File: config.mk
export PLATFORM = sky130hd
export DESIGN_NAME = pool2x2_stream
export DESIGN_NICKNAME = d
export VERILOG_FILES = /design/src/rtl/pool2x2_stream.sv
export SDC_FILE = /design/constraint.sdc
export NUM_CORES = 1
export LEC_CHECK = 0
export CAP_MARGIN = 20
export CELL_PAD_IN_SITES_DETAIL_PLACEMENT = 0
export CELL_PAD_IN_SITES_GLOBAL_PLACEMENT = 2
export CORE_MARGIN = 2
export CORE_UTILIZATION = 35
export DETAILED_ROUTE_END_ITERATION = 12
export HOLD_SLACK_MARGIN = 0.05
export PLACE_DENSITY = 0.73
export SLEW_MARGIN = 20
export SYNTH_ARGS = -nofsm -noshare
export SYNTH_HDL_FRONTEND = slang
export SYNTH_SLANG_ARGS = --single-unit
File: constraint.sdc
create_clock -name sclk -period 10.45 [get_ports sclk]
set_input_delay 1.045 -clock sclk [delete_from_list [all_inputs] [get_ports sclk]]
set_output_delay 1.045 -clock sclk [all_outputs]
set_load 0.02 [all_outputs]
File: src/rtl/pool2x2_stream.sv
// 2x2 / stride-2 streaming pooling stage with register line buffer and row-gated video strobes.
// Define POOL_AVG_EN to compile in the run-time selectable average datapath; otherwise max only.
module pool2x2_stream #(
  parameter int DATA_W = 32,
  parameter int IMG_W  = 24,
  parameter int IMG_H  = 24,
  parameter bit SIGNED = 1'b0
) (
  input  logic              sclk,
  input  logic              s_rst,
  input  logic              cal_start,
  input  logic              pool_mode,
  input  logic [DATA_W-1:0] act_data,
  input  logic              act_data_vld,
  output logic [DATA_W-1:0] pool_data,
  output logic              pool_data_vld,
  output logic              pool_last,
  output logic              active_video,
  output logic              vid_hsync,
  output logic              vid_ce
);

  localparam int SW     = DATA_W + 2;
  localparam int HALF_W = IMG_W / 2;
  localparam int CW     = (IMG_W > 2) ? $clog2(IMG_W) : 1;
  localparam int RW     = (IMG_H > 2) ? $clog2(IMG_H) : 1;
  localparam int LAW    = (HALF_W > 1) ? $clog2(HALF_W) : 1;
  localparam logic [CW-1:0] COL_LAST = CW'(IMG_W - 1);
  localparam logic [RW-1:0] ROW_LAST = RW'(IMG_H - 1);
`ifdef POOL_AVG_EN
  localparam int LB_W = DATA_W + 1;
`else
  localparam int LB_W = DATA_W;
`endif

  if ((IMG_W < 2) || (IMG_H < 2) || ((IMG_W % 2) != 0) || ((IMG_H % 2) != 0)) begin : g_bad_geom
    $error("pool2x2_stream: IMG_W and IMG_H must be even and >= 2");
  end

`ifdef POOL_AVG_EN
  logic mode_q;
`else
  logic unused_mode;
  assign unused_mode = pool_mode;
`endif

  logic [CW-1:0]            col_cnt;
  logic [RW-1:0]            row_cnt;
  logic [LAW-1:0]           lb_idx;
  logic                     beat;
  logic signed [SW-1:0]     cur_x;
  logic signed [SW-1:0]     lb_rd;
  logic signed [SW-1:0]     win_red;
  logic [LB_W-1:0]          lbuf [HALF_W];
  logic signed [SW-1:0]     prev_p0;
  logic signed [SW-1:0]     part_p1;
  logic [DATA_W-1:0]        data_p1;
  logic                     vld_p1;
  logic                     last_p1;
  logic                     lastcol_p1;
  logic                     av_p1;

  function automatic logic signed [SW-1:0] ext_in(input logic [DATA_W-1:0] x);
    return {{2{SIGNED & x[DATA_W-1]}}, x};
  endfunction

  function automatic logic signed [SW-1:0] ext_lb(input logic [LB_W-1:0] x);
    return {{(SW-LB_W){SIGNED & x[LB_W-1]}}, x};
  endfunction

  // Operands are already extended per SIGNED, so a signed compare serves both modes.
  function automatic logic signed [SW-1:0] reduce2(input logic signed [SW-1:0] a,
                                                   input logic signed [SW-1:0] b);
`ifdef POOL_AVG_EN
    if (mode_q) return a + b;
`endif
    return (a >= b) ? a : b;
  endfunction

  function automatic logic [DATA_W-1:0] finalize(input logic signed [SW-1:0] s);
`ifdef POOL_AVG_EN
    logic signed [SW-1:0] q;
    if (mode_q) begin
      q = SIGNED ? (s >>> 2) : (s >> 2);
      return DATA_W'(q);
    end
`endif
    return DATA_W'(s);
  endfunction

  assign beat    = act_data_vld & ~cal_start;
  assign lb_idx  = LAW'(col_cnt >> 1);
  assign cur_x   = ext_in(act_data);
  assign lb_rd   = ext_lb(lbuf[lb_idx]);
  assign win_red = reduce2(part_p1, cur_x);

  // Stage p0/p1 datapath: top-row pair into line buffer, bottom-left into partial
  always_ff @(posedge sclk) begin
    if (cal_start) begin
      part_p1 <= '0;
    end else if (beat) begin
      if (!row_cnt[0] && !col_cnt[0]) prev_p0 <= cur_x;
      if (!row_cnt[0] &&  col_cnt[0]) lbuf[lb_idx] <= LB_W'(reduce2(prev_p0, cur_x));
      if ( row_cnt[0] && !col_cnt[0]) part_p1 <= reduce2(lb_rd, cur_x);
    end
  end

  // Stage p1 control: counters, output register and strobes
  always_ff @(posedge sclk) begin
    if (s_rst) begin
      col_cnt    <= '0;
      row_cnt    <= '0;
      data_p1    <= '0;
      vld_p1     <= 1'b0;
      last_p1    <= 1'b0;
      lastcol_p1 <= 1'b0;
      av_p1      <= 1'b0;
`ifdef POOL_AVG_EN
      mode_q     <= 1'b0;
`endif
    end else if (cal_start) begin
      col_cnt    <= '0;
      row_cnt    <= '0;
      vld_p1     <= 1'b0;
      last_p1    <= 1'b0;
      lastcol_p1 <= 1'b0;
      av_p1      <= 1'b0;
`ifdef POOL_AVG_EN
      mode_q     <= pool_mode;
`endif
    end else begin
      vld_p1     <= 1'b0;
      last_p1    <= 1'b0;
      lastcol_p1 <= 1'b0;
      if (vld_p1 && lastcol_p1) av_p1 <= 1'b0;
      if (act_data_vld) begin
        if (col_cnt == COL_LAST) begin
          col_cnt <= '0;
          row_cnt <= (row_cnt == ROW_LAST) ? '0 : row_cnt + 1'b1;
        end else begin
          col_cnt <= col_cnt + 1'b1;
        end
        if (row_cnt[0] && (col_cnt == '0)) av_p1 <= 1'b1;
        if (row_cnt[0] && col_cnt[0]) begin
          data_p1    <= finalize(win_red);
          vld_p1     <= 1'b1;
          lastcol_p1 <= (col_cnt == COL_LAST);
          last_p1    <= (col_cnt == COL_LAST) && (row_cnt == ROW_LAST);
        end
      end
    end
  end

  assign pool_data     = data_p1;
  assign pool_data_vld = vld_p1;
  assign pool_last     = last_p1;
  assign active_video  = av_p1;
  assign vid_hsync     = ~av_p1;
  assign vid_ce        = vld_p1 | ~av_p1;

endmodule
==> impl_metrics.py <==
metrics = {
    "synth": {
        "synthCells": 1430,
        "synth_enable_flop_cells": 416,
        "ys_async_sr_fraction_pct": 0,
        "synth_area_per_cell_sq_um": 15.5,
        "yosysUniqueCellTypes": 59,
        "ys_ff_latch": 498,
        "netlist_area_sq_um": 22200,
        "synth_nets": 1566,
        "synth_warnings": 0,
        "yosysSeqAreaShare_pct": 63.8,
        "synth_ff_type": "edfxtp_1",
    },
    "die": {
        "pin_count": 74,
        "initial_core_util_pct": 35.3,
        "die_x_microns": 256,
        "fp.coreArea_sq_um": 62900,
        "rows": 92,
        "fp.dieH_microns": 256,
        "dieArea_sq_um": 65400,
    },
    "clock_tree": {
        "ctsResizeCount": 0,
        "ctsHtreeMaxLevel": 2,
        "max-clock-path-buffers": 3,
        "cts_tree": "yes",
        "ctsHoldBuffers": 0,
        "clkTransAtPathRegs_ns": 0.06,
        "postCtsSetupRepairBufs": 0,
        "insertion_delay_ns": 0.60,
        "clock-sinks": 498,
        "cts_inserted_buffers": 50,
        "cts_root_buf": "clkbuf_16",
    },
    "cells_and_area": {
        "layout-drive-gt1-share_pct": 18.7,
        "final_nets": 1622,
        "syn2layout_area_growth_pct": 15.6,
        "final_cell_mix": "edfxtp_1, ha_1, mux4_2, dfxtp_1, nand3_1",
        "final_common_cell": "edfxtp_1",
        "fillers": 5720,
        "diodes": 0,
        "finalNonFillerCells": 2373,
        "design_area_sq_um": 25600,
    },
    "drt": {
        "vias_per_cell": 5.38,
        "drtAntennaViolNets": 0,
        "drtPass1Iterations": 5,
        "dr.first_iter.drc_count": 901,
        "routedWlPerCell_microns": 21.3,
        "remaining_drc_errors": 0,
        "wl_mm": 50.5,
        "routed-via-count": 12800,
    },
    "sta": {
        "final.setup.tns_ns": 0,
        "whs_ns": 0.483,
        "setup_slack_ns": 5.29,
        "skew_ns": 0.0193,
        "rsz0062_at_grt": "no",
        "finalHoldViolations": 0,
        "slew_violations": 0,
        "slew_headroom_pct": 30.4,
        "setup_viol": 0,
        "worst_pin_slew_ns": 1.04,
        "finalCriticalPeriod_ns": 5.16,
        "finalCritPeriodShare_pct": 49.4,
        "fmax_mhz": 194,
    },
    "global_route": {
        "grt_pass1_wl_mm": 77.7,
        "grt-ovfl-total": 0,
        "track_usage_pct": 15.4,
        "antenna_found_initial": 0,
        "grt_max_degree": 97,
        "grt_pass1_vias": 12900,
    },
    "setup_path": {
        "critPathMaxFanout": 37,
        "path_class": "reg -> reg",
        "start_kind": "flip-flop",
        "arrival_ns": 5.64,
        "r2r_setup_slack_ns": 5.29,
        "cp-end-kind": "flip-flop",
        "required_ns": 10.93,
    },
    "outcome": {
        "outcome": "finished clean",
    },
    "min_path": {
        "min_from": "row_cnt[1]",
        "hp-class": "reg -> reg",
    },
    "power_and_ir_drop": {
        "ir_drop_mv": 0.108,
        "power.density_nw_per_um2": 166,
        "leakage_nw": 8.38,
    },
    "placement": {
        "numPortBuffers": 72,
        "dp_hpwl_mm": 31.9,
        "placed_cells": 2280,
        "gp_congestion": 0.821,
        "place_area_sq_um": 23900,
        "pre_cts_ws_ns": 5.16,
    },
    "run": {
        "maxCapViolCount": 0,
    },
}
## power breakdown
part / internal (mW) / switching [mW] / total, mW
Sequential: 2.18 / 0.00484 / 2.19
Clock: 1.09 / 0.785 / 1.87
Combinational: 0.0613 / 0.126 / 0.187
Total: 3.33 / 0.916 / 4.25
## routing by layer
layer	wire length [microns]	global-route usage [%]	vias to the layer above
li1	-	-	5909
met3	2280	2.31	56
met5	0	0	-
met4	885	3.70	0
met1	22600	20.7	6493
met2	24800	26.3	314
## cell type report
cell class              instances  area, sq um  area share (%)
clock buffers                  55         1270            4.96
clock inverters                38          460            1.80
inverters                      40          150           0.586
multi-input cells             798         7620            29.8
flip-flops and latches        498        14100            55.2
well taps                     846         1060            4.13
repair buffers                 98          911            3.56
## per-stage QoR
step | power, mW | util [%]
4_1_cts | 4.30 | 40.8
2_1_floorplan | 2.34 | -
5_1_grt | 4.39 | 40.8
3_5_place_dp | 2.42 | 38.0
6_report | 4.25 | 40.8
3_3_place_gp | 2.41 | 38.0
## cells in the mapped netlist (2+ instances only)
master,count,area share [%]
clkbuf_1,71,1.2
o31ai_1,32,1.1
nand2_1,67,1.1
a221oi_1,4,0.16
nand4_1,42,1.2
xor2_1,2,0.079
mux4_2,96,9.8
a21o_1,3,0.10
buf_6,4,0.20
mux2i_1,35,1.6
a221o_1,2,0.090
dfxtp_1,82,7.4
a311oi_1,2,0.079
nor3_1,16,0.36
a211oi_1,5,0.17
o21ai_1,5,0.11
nor2b_1,3,0.085
nand2b_1,4,0.11
a311oi_2,30,2.0
or3_1,3,0.085
and2_1,2,0.056
nor3b_1,2,0.068
mux2_1,14,0.71
a21oi_1,37,0.84
and4_1,8,0.32
a2111oi_0,2,0.079
a22oi_1,2,0.068
nand3_1,74,1.7
or4_1,33,1.1
o21ai_0,44,0.99
a32oi_1,31,1.2
ha_1,99,5.6
inv_1,40,0.68
mux2_2,19,0.97
nor2_1,59,1.0
buf_2,13,0.29
edfxtp_1,416,56
buf_1,6,0.10
## flip-flops by register name, indices dropped and copies added, names as in the netlist, named ones only
register       cells
part_p1           32
active_video       1
row_cnt            5
lbuf             384
col_cnt            5
lastcol_p1         1
pool_last          1
pool_data         32
prev_p0           32
pool_data_vld      1
## critical path: stages (launching register included)
cell and delay (ns):
dfxtp_4 0.76, buf_4 0.71, mux4_2 0.59, mux2_2 0.28
mux2i_1 0.40, ha_1 0.32, nand2b_1 0.13, a2111oi_0 0.64
o22ai_1 0.25, o21a_2 0.50, a32oi_1 0.31, nand3_1 0.09
## final timing paths
kind         cells past startpoint           to
min                              2   row_cnt[1]
max                             11  part_p1[18]
min reg2reg                      2   row_cnt[1]
max reg2reg                     11  part_p1[18]
## cells by family after synthesis
family          Yosys count  share of synthesized area (%)
flops                   498                           63.8
mux                     164                           13.0
buf+inv                 134                           2.48
xor+xnor                  2                         0.0790
simple gates            324                           7.64
fa+ha+maj                99                           5.59
compound gates          209                           7.45
Power figures use the tool's default switching activity.
